## config.mk

```make
export PLATFORM = sky130hd
export DESIGN_NAME = fanout_fork_buffer
export DESIGN_NICKNAME = d
export VERILOG_FILES = /design/src/rtl/fanout_fork_buffer.sv
export SDC_FILE = /design/constraint.sdc
export NUM_CORES = 1
export LEC_CHECK = 0
export ABC_AREA = 1
export CAP_MARGIN = 40
export CORE_MARGIN = 8
export CORE_UTILIZATION = 40
export DETAILED_ROUTE_END_ITERATION = 10
export PLACE_DENSITY = 0.69
export REMOVE_ABC_BUFFERS = 1
export SLEW_MARGIN = 20
export SYNTH_ARGS = -nofsm -noshare
export SYNTH_HDL_FRONTEND = slang
export SYNTH_SLANG_ARGS = --single-unit
```

## constraint.sdc

```tcl
create_clock -name clk -period 1.5 [get_ports clk]
set_input_delay 0.3 -clock clk [delete_from_list [all_inputs] [get_ports clk]]
set_output_delay 0.3 -clock clk [all_outputs]
set_load 0.03 [all_outputs]
```

## src/rtl/fanout_fork_buffer.sv

```systemverilog
// Registered ready/valid fork: buffers up to DEPTH tokens and delivers the head
// token exactly once to every active branch, popping it when all have taken it.
module fanout_fork_buffer #(
  parameter int DATA_WIDTH = 17,
  parameter int NUM_OUT    = 7,
  parameter int DEPTH      = 2
) (
  input  logic                  clk,
  input  logic                  rst_n,
  input  logic                  flush,
  input  logic [DATA_WIDTH-1:0] data_in,
  input  logic                  valid_in,
  output logic                  ready_out,
  input  logic [NUM_OUT-1:0]    en,
  input  logic [NUM_OUT-1:0]    sel,
  output logic [DATA_WIDTH-1:0] data_out,
  output logic [NUM_OUT-1:0]    valid_out,
  input  logic [NUM_OUT-1:0]    ready_in
);

  localparam int PW = (DEPTH > 1) ? $clog2(DEPTH) : 1;
  localparam int CW = $clog2(DEPTH + 1);
  localparam logic [PW-1:0] LAST_PTR = PW'(DEPTH - 1);
  localparam logic [CW-1:0] FULL_CNT = CW'(DEPTH);

  logic [DATA_WIDTH-1:0] mem [DEPTH];
  logic [PW-1:0]         wr_ptr, rd_ptr;
  logic [CW-1:0]         count;
  logic [NUM_OUT-1:0]    done;

  logic [NUM_OUT-1:0] active, take;
  logic               head_valid, push, pop;

  function automatic logic [PW-1:0] next_ptr(input logic [PW-1:0] p);
    return (p == LAST_PTR) ? '0 : p + PW'(1);
  endfunction

  assign active     = en & sel;
  assign head_valid = (count != '0);
  // Producer ready depends only on occupancy, so a full buffer stays closed
  // even when the head pops in the same cycle.
  assign ready_out  = (count < FULL_CNT);
  assign push       = valid_in & ready_out;
  assign data_out   = mem[rd_ptr];
  assign valid_out  = {NUM_OUT{head_valid}} & active & ~done;
  assign take       = valid_out & ready_in;
  // Inactive branches and branches already served never hold the head back.
  assign pop        = head_valid & (&(~active | done | ready_in));

  // NOTE: all sequential state is updated with non-blocking assignments so every
  // register samples the same pre-edge values regardless of statement order.
  always_ff @(posedge clk or negedge rst_n) begin
    if (!rst_n) begin
      count  <= '0;
      wr_ptr <= '0;
      rd_ptr <= '0;
      done   <= '0;
    end else if (flush) begin
      count  <= '0;
      wr_ptr <= '0;
      rd_ptr <= '0;
      done   <= '0;
    end else begin
      if (push) wr_ptr <= next_ptr(wr_ptr);
      if (pop) begin
        rd_ptr <= next_ptr(rd_ptr);
        done   <= '0;
      end else begin
        done <= done | take;
      end
      if (push && !pop)      count <= count + CW'(1);
      else if (pop && !push) count <= count - CW'(1);
    end
  end

  // NOTE: storage is reset here only because data_out must read zero out of
  // reset; flush leaves the contents alone since they are unreachable afterwards.
  always_ff @(posedge clk or negedge rst_n) begin
    if (!rst_n) begin
      for (int i = 0; i < DEPTH; i++) mem[i] <= '0;
    end else if (push && !flush) begin
      mem[wr_ptr] <= data_in;
    end
  end

endmodule

```

# Word-level counts from Yosys, hierarchy flattened

Index checks and enable logic that the tools add are counted.

Input bits: 42
Register bits: 45
Memory bits (writable): 0
Memory bits (read-only): 0
Memories kept: 0
Latch bits: 0
Output and inout bits: 25
Word-level logic and storage cells: 56

Add/subtract/negate cells: 4
Divide/modulo/power cells: 0
Shifts and indexed selects: 0
$mul: 0
Reductions and logical operators: 12
Multiplexer cells: 17
Bitwise operators: 13
$lt $le $gt $ge: 4
Equality and inequality tests: 0

Operators with widths:

| kind                                                                 | count |
|---|---|
| 17-bit 2-to-1 mux                                                    | 4 |
| 34-bit bitwise mux                                                   | 1 |
| 7-bit bitwise AND                                                    | 4 |
| 7-bit bitwise OR                                                     | 3 |
| 17-bit demux with 1-bit select                                       | 1 |
| 7-bit 2-to-1 mux                                                     | 2 |
| 7-bit inverter                                                       | 2 |
| 7-bit AND reduction                                                  | 1 |
| 1-bit 2-to-1 mux                                                     | 6 |
| 2-bit 2-to-1 mux                                                     | 3 |
| 2-bit nonzero test                                                   | 3 |
| 2-bit greater-or-equal comparator, second input constant             | 2 |
| 1-bit logical AND                                                    | 4 |
| 1-bit inverter with 2-bit output                                     | 2 |
| 1-bit logical NOT                                                    | 3 |
| 3-bit nonzero test                                                   | 1 |
| 1-bit adder, second input constant                                   | 2 |
| 2-bit by 1-bit adder with 2-bit output, second input constant        | 1 |
| 1-bit bitwise AND                                                    | 2 |
| 2-bit by 1-bit < comparator with 1-bit output, second input constant | 1 |
| 2-bit < comparator, second input constant                            | 1 |
| 2-bit by 1-bit subtractor with 2-bit output, second input constant   | 1 |

# Depth between registers and ports, before layout

Word-level depth: 10
Depth in mapped cells: 12

# Worst setup path before layout

OpenSTA, ideal clock, no wires.

Path kind: register to register
Start: reg count[1]
End: reg done[0]
Buffers on the path: 0
Stages on the path, launching flop included: 7
Library setup time: 73 ps
Period minus slack after synthesis: 1,659 ps
Arrival time: 1,586 ps
Setup slack: -159 ps
Cell sequence: dfrtp_1 -> inv_2 -> nand2_2 -> inv_1 -> nor3_1 -> a21oi_1 -> nor2_1

Cells in the longest elaborated chain, start to end: 7
Elaborated cells between the ends (all ways): 8

RTL lines:

| item                            | RTL line | RTL |
|---|---|---|
| start: declaration              | 28       | `logic [CW-1:0] count;` |
| start signal: assignment        | 71       | `if (push && !pop) count <= count + CW'(1);` |
| start signal: assignment        | 72       | `else if (pop && !push) count <= count - CW'(1);` |
| 2-bit nonzero test              | 39       | `assign head_valid = (count != '0);` |
| 7-bit bitwise AND (2 in series) | 45       | `assign valid_out = {NUM_OUT{head_valid}} & active & ~done;` |
| named net valid_out[0]          | 17       | `output logic [NUM_OUT-1:0] valid_out,` |
| 7-bit bitwise AND               | 46       | `assign take = valid_out & ready_in;` |
| 7-bit bitwise OR                | 69       | `done <= done \| take;` |
| 7-bit 2-to-1 mux                | 65       | `if (pop) begin` |
| 7-bit 2-to-1 mux                | 58       | `end else if (flush) begin` |
| end signal: assignment          | 69       |  |
| end: declaration                | 29       | `logic [NUM_OUT-1:0] done;` |

The timed path passes the listed nets, and every way through them passes these cells.
A chain may end at the register's enable or synchronous reset.

# Worst setup path after layout

Start: reg count[0]
End: out valid_out[6]

Cells in the longest elaborated chain, start to end: 3

RTL lines:

| item                            | RTL line |
|---|---|
| 2-bit nonzero test              | 39 |
| 7-bit bitwise AND (2 in series) | 45 |
| end: declaration                | 17 |

No other way between the ends.

==> impl_metrics.tcl <==
set metrics [dict create \
    busiest_layer "met2" \
    met2_usage_pct 22.66 \
    clk_pin_slew_ns 0.08 \
    grt_setup_unrepaired "true" \
    relSlewSlack_pct 83.83 \
    peakVddDrop_v 0.001084 \
    min_from "mem[9]" \
    worstHoldPathCells 2 \
    numCtsBuffers 5 \
    htree_levels 2 \
    grt_util_met3_pct 4.914 \
    initial_core_util_pct 41.87 \
    setup_viol 20 \
    cts.sinks 45 \
    powerDensity_mw_per_mm2 1900 \
    grtUsageTotal_pct 14.58 \
    leakage_nw 1.789 \
    clockRootBuffer "clkbuf_8" \
    end_kind "primary output" \
    multi_input_comb_area_mm2 0.001065 \
    cap_viol_max_count 0 \
    drv_slew 0 \
    critPathMaxFanout 7 \
    grt_first_pass_wirelength_um 9163 \
    wirelength_um 5750 \
    num_io_pins 67 \
    vias_per_cell 4.644 \
    synth_cell_type_count 23 \
    outcome "finished with violations" \
    synth_seq_cells 45 \
    hp-class "reg2reg" \
    seq_area_mm2 0.001127 \
    antenna_found_initial 0 \
    total_power_mw 6.747 \
    ant_nets 0 \
    wire_per_inst_um 13.04 \
    reg2reg_depth 13 \
    fmax_mhz 652.1 \
    yosys_warnings 0 \
    violations "negative setup slack" \
    met1_usage_pct 18.39 \
    min_to "mem[9]" \
    setup_ws_ns -0.03362 \
    die_y_um 89.59 \
    r2r_end "count[1]" \
    row_count 26 \
    critPathLaunchType "flip-flop" \
    vias 2048 \
    drive_above_1_share_pct 34.77 \
    antennaDiodeCount 0 \
    grt_pass1_vias 2040 \
    grt_overflow 0 \
    gp_congestion 0.7461 \
    synth-seq-area-share_pct 51.99 \
    fillCellCount 435 \
    grt_start_max_net_pins 46 \
    cts_tree "done" \
    firstDrtPassIters 4 \
    core_mm2 0.005172 \
    drt_iter0_drc 61 \
    io_buffers 66 \
    finalHoldViolCount 0 \
    r2r_slack_ns 0.09 \
    die_x_um 89.59 \
    clock-skew-final_ns 0.002239 \
    path_class "reg2out" \
    clkLatencyLatePin_ns 0.30 \
    cp.arrival_ns 1.23 \
    dp_hpwl_um 3843 \
    tightestPinTransition_ns 0.2425 \
    syn_inst 274 \
    holdWs_ns 0.4883 \
    nets 412 \
    final_cell_mix "73 x nand2_1, 44 x dfrtp_1, 37 x clkdlybuf4s50_1" \
    synth_area_mm2 0.002166 \
    finalCritPeriodShare_pct 102.2 \
    fin_crit_ns 1.534 \
    dieArea_mm2 0.008025 \
    r2r-start "count[0]" \
    synth.avg_cell_area_um2 7.904 \
    drc_errors 0 \
    worstPathRequired_ns 1.20 \
    cts_buffer_depth 2 \
    areaGrowthSynthToFinish_pct 64.01 \
    final_common_cell "nand2_1" \
]
## critical path, cell delays in order (launching register included)
cell and delay [ns]:
dfrtp_1 0.38, inv_2 0.06, nand2_4 0.08, inv_8 0.07, nor3_4 0.19, buf_6 0.16
## how the worst max path moves through the flow
stage	startpoint	to	slack (ns)
3_5_place_dp	ready_in[0]	count[1]	-0.14
4_1_cts	count[0]	valid_out[0]	-0.1
5_1_grt	count[0]	valid_out[6]	-0.11
3_3_place_gp	en[1]	count[1]	-0.11
2_1_floorplan	count[1]	done[0]	-0.16
6_report	count[0]	valid_out[6]	-0.03
## synth_stat cells
| library cell | instances | area, um2 |
|---|---|---|
| o21ai_0 | 15 | 75.07 |
| nand3_2 | 2 | 20.02 |
| inv_4 | 1 | 6.260 |
| buf_6 | 2 | 22.52 |
| a21oi_1 | 7 | 35.03 |
| nand2_1 | 110 | 412.9 |
| buf_2 | 6 | 30.03 |
| nand3_4 | 1 | 17.52 |
| nand4_1 | 1 | 6.260 |
| a21oi_2 | 1 | 8.760 |
| clkinv_1 | 1 | 3.750 |
| nor2_1 | 14 | 52.55 |
| nand2_4 | 2 | 22.52 |
| nand3_1 | 3 | 15.01 |
| nand2_2 | 4 | 25.02 |
| o21ai_1 | 20 | 100.1 |
| nor2_4 | 2 | 22.52 |
| nand3b_4 | 1 | 20.02 |
| nor3_1 | 7 | 35.03 |
| buf_1 | 1 | 3.750 |
| inv_2 | 2 | 7.510 |
| dfrtp_1 | 45 | 1126 |
| inv_1 | 26 | 97.59 |
## routing by layer
metal  vias up  wire, um
li1       1049         -
met1       934      2607
met2        58      2526
met3         7       550
met4         0        65
met5         -         0
## through the flow
| step | setup slack [ns] | cell area [um2] | instances | util [%] | setup TNS (ns) |
|---|---|---|---|---|---|
| global route | -0.1122 | 3552 | 441 | 68.67 | -1.861 |
| floorplan | -0.1594 | 2110 | 265 | - | -3.947 |
| global placement | -0.1146 | 3010 | 420 | 58.20 | -0.9304 |
| finish | -0.03362 | 3552 | 441 | 68.67 | -0.3861 |
| CTS | -0.09647 | 3338 | 436 | 64.54 | -0.7346 |
| detailed placement | -0.1360 | 3010 | 420 | 58.20 | -1.179 |
## flip-flops by register name (all words and copies together) (netlist names)
signal / cells
count: 2
done: 7
mem: 34
rd_ptr: 1
wr_ptr: 1
## kinds of logic after synthesis
group	after synthesis	synth area share, %
simple gates	147	29.98
flops	45	51.99
compound gates	43	10.11
buf+inv	39	7.914
## power by group
group	internal, mW	total [mW]	switching (mW)
Combinational	1.65	3.64	2.00
Clock	0.661	1.07	0.411
Sequential	1.71	2.03	0.326
Total	4.01	6.75	2.73
## timing repair
action / 4_1_cts / 5_1_grt
endpoints found under the hold margin: 45 / 0
pin swaps: 8 / 14
setup buffers: 6 / 5
cloned: 1 / 0
endpoints found under the setup margin: 25 / 25
gates resized for setup: 47 / 52
hold buffers: 1 / 0
## cell type report
type / count / share of cell area, %
Sequential cell: 45 / 31.74
Multi-Input combinational cell: 190 / 29.98
Clock buffer: 5 / 1.937
Clock inverter: 3 / 1.832
Tap cell: 70 / 2.466
Inverter: 30 / 3.522
Timing Repair Buffer: 98 / 28.53
(Power assumes the default switching activity.)
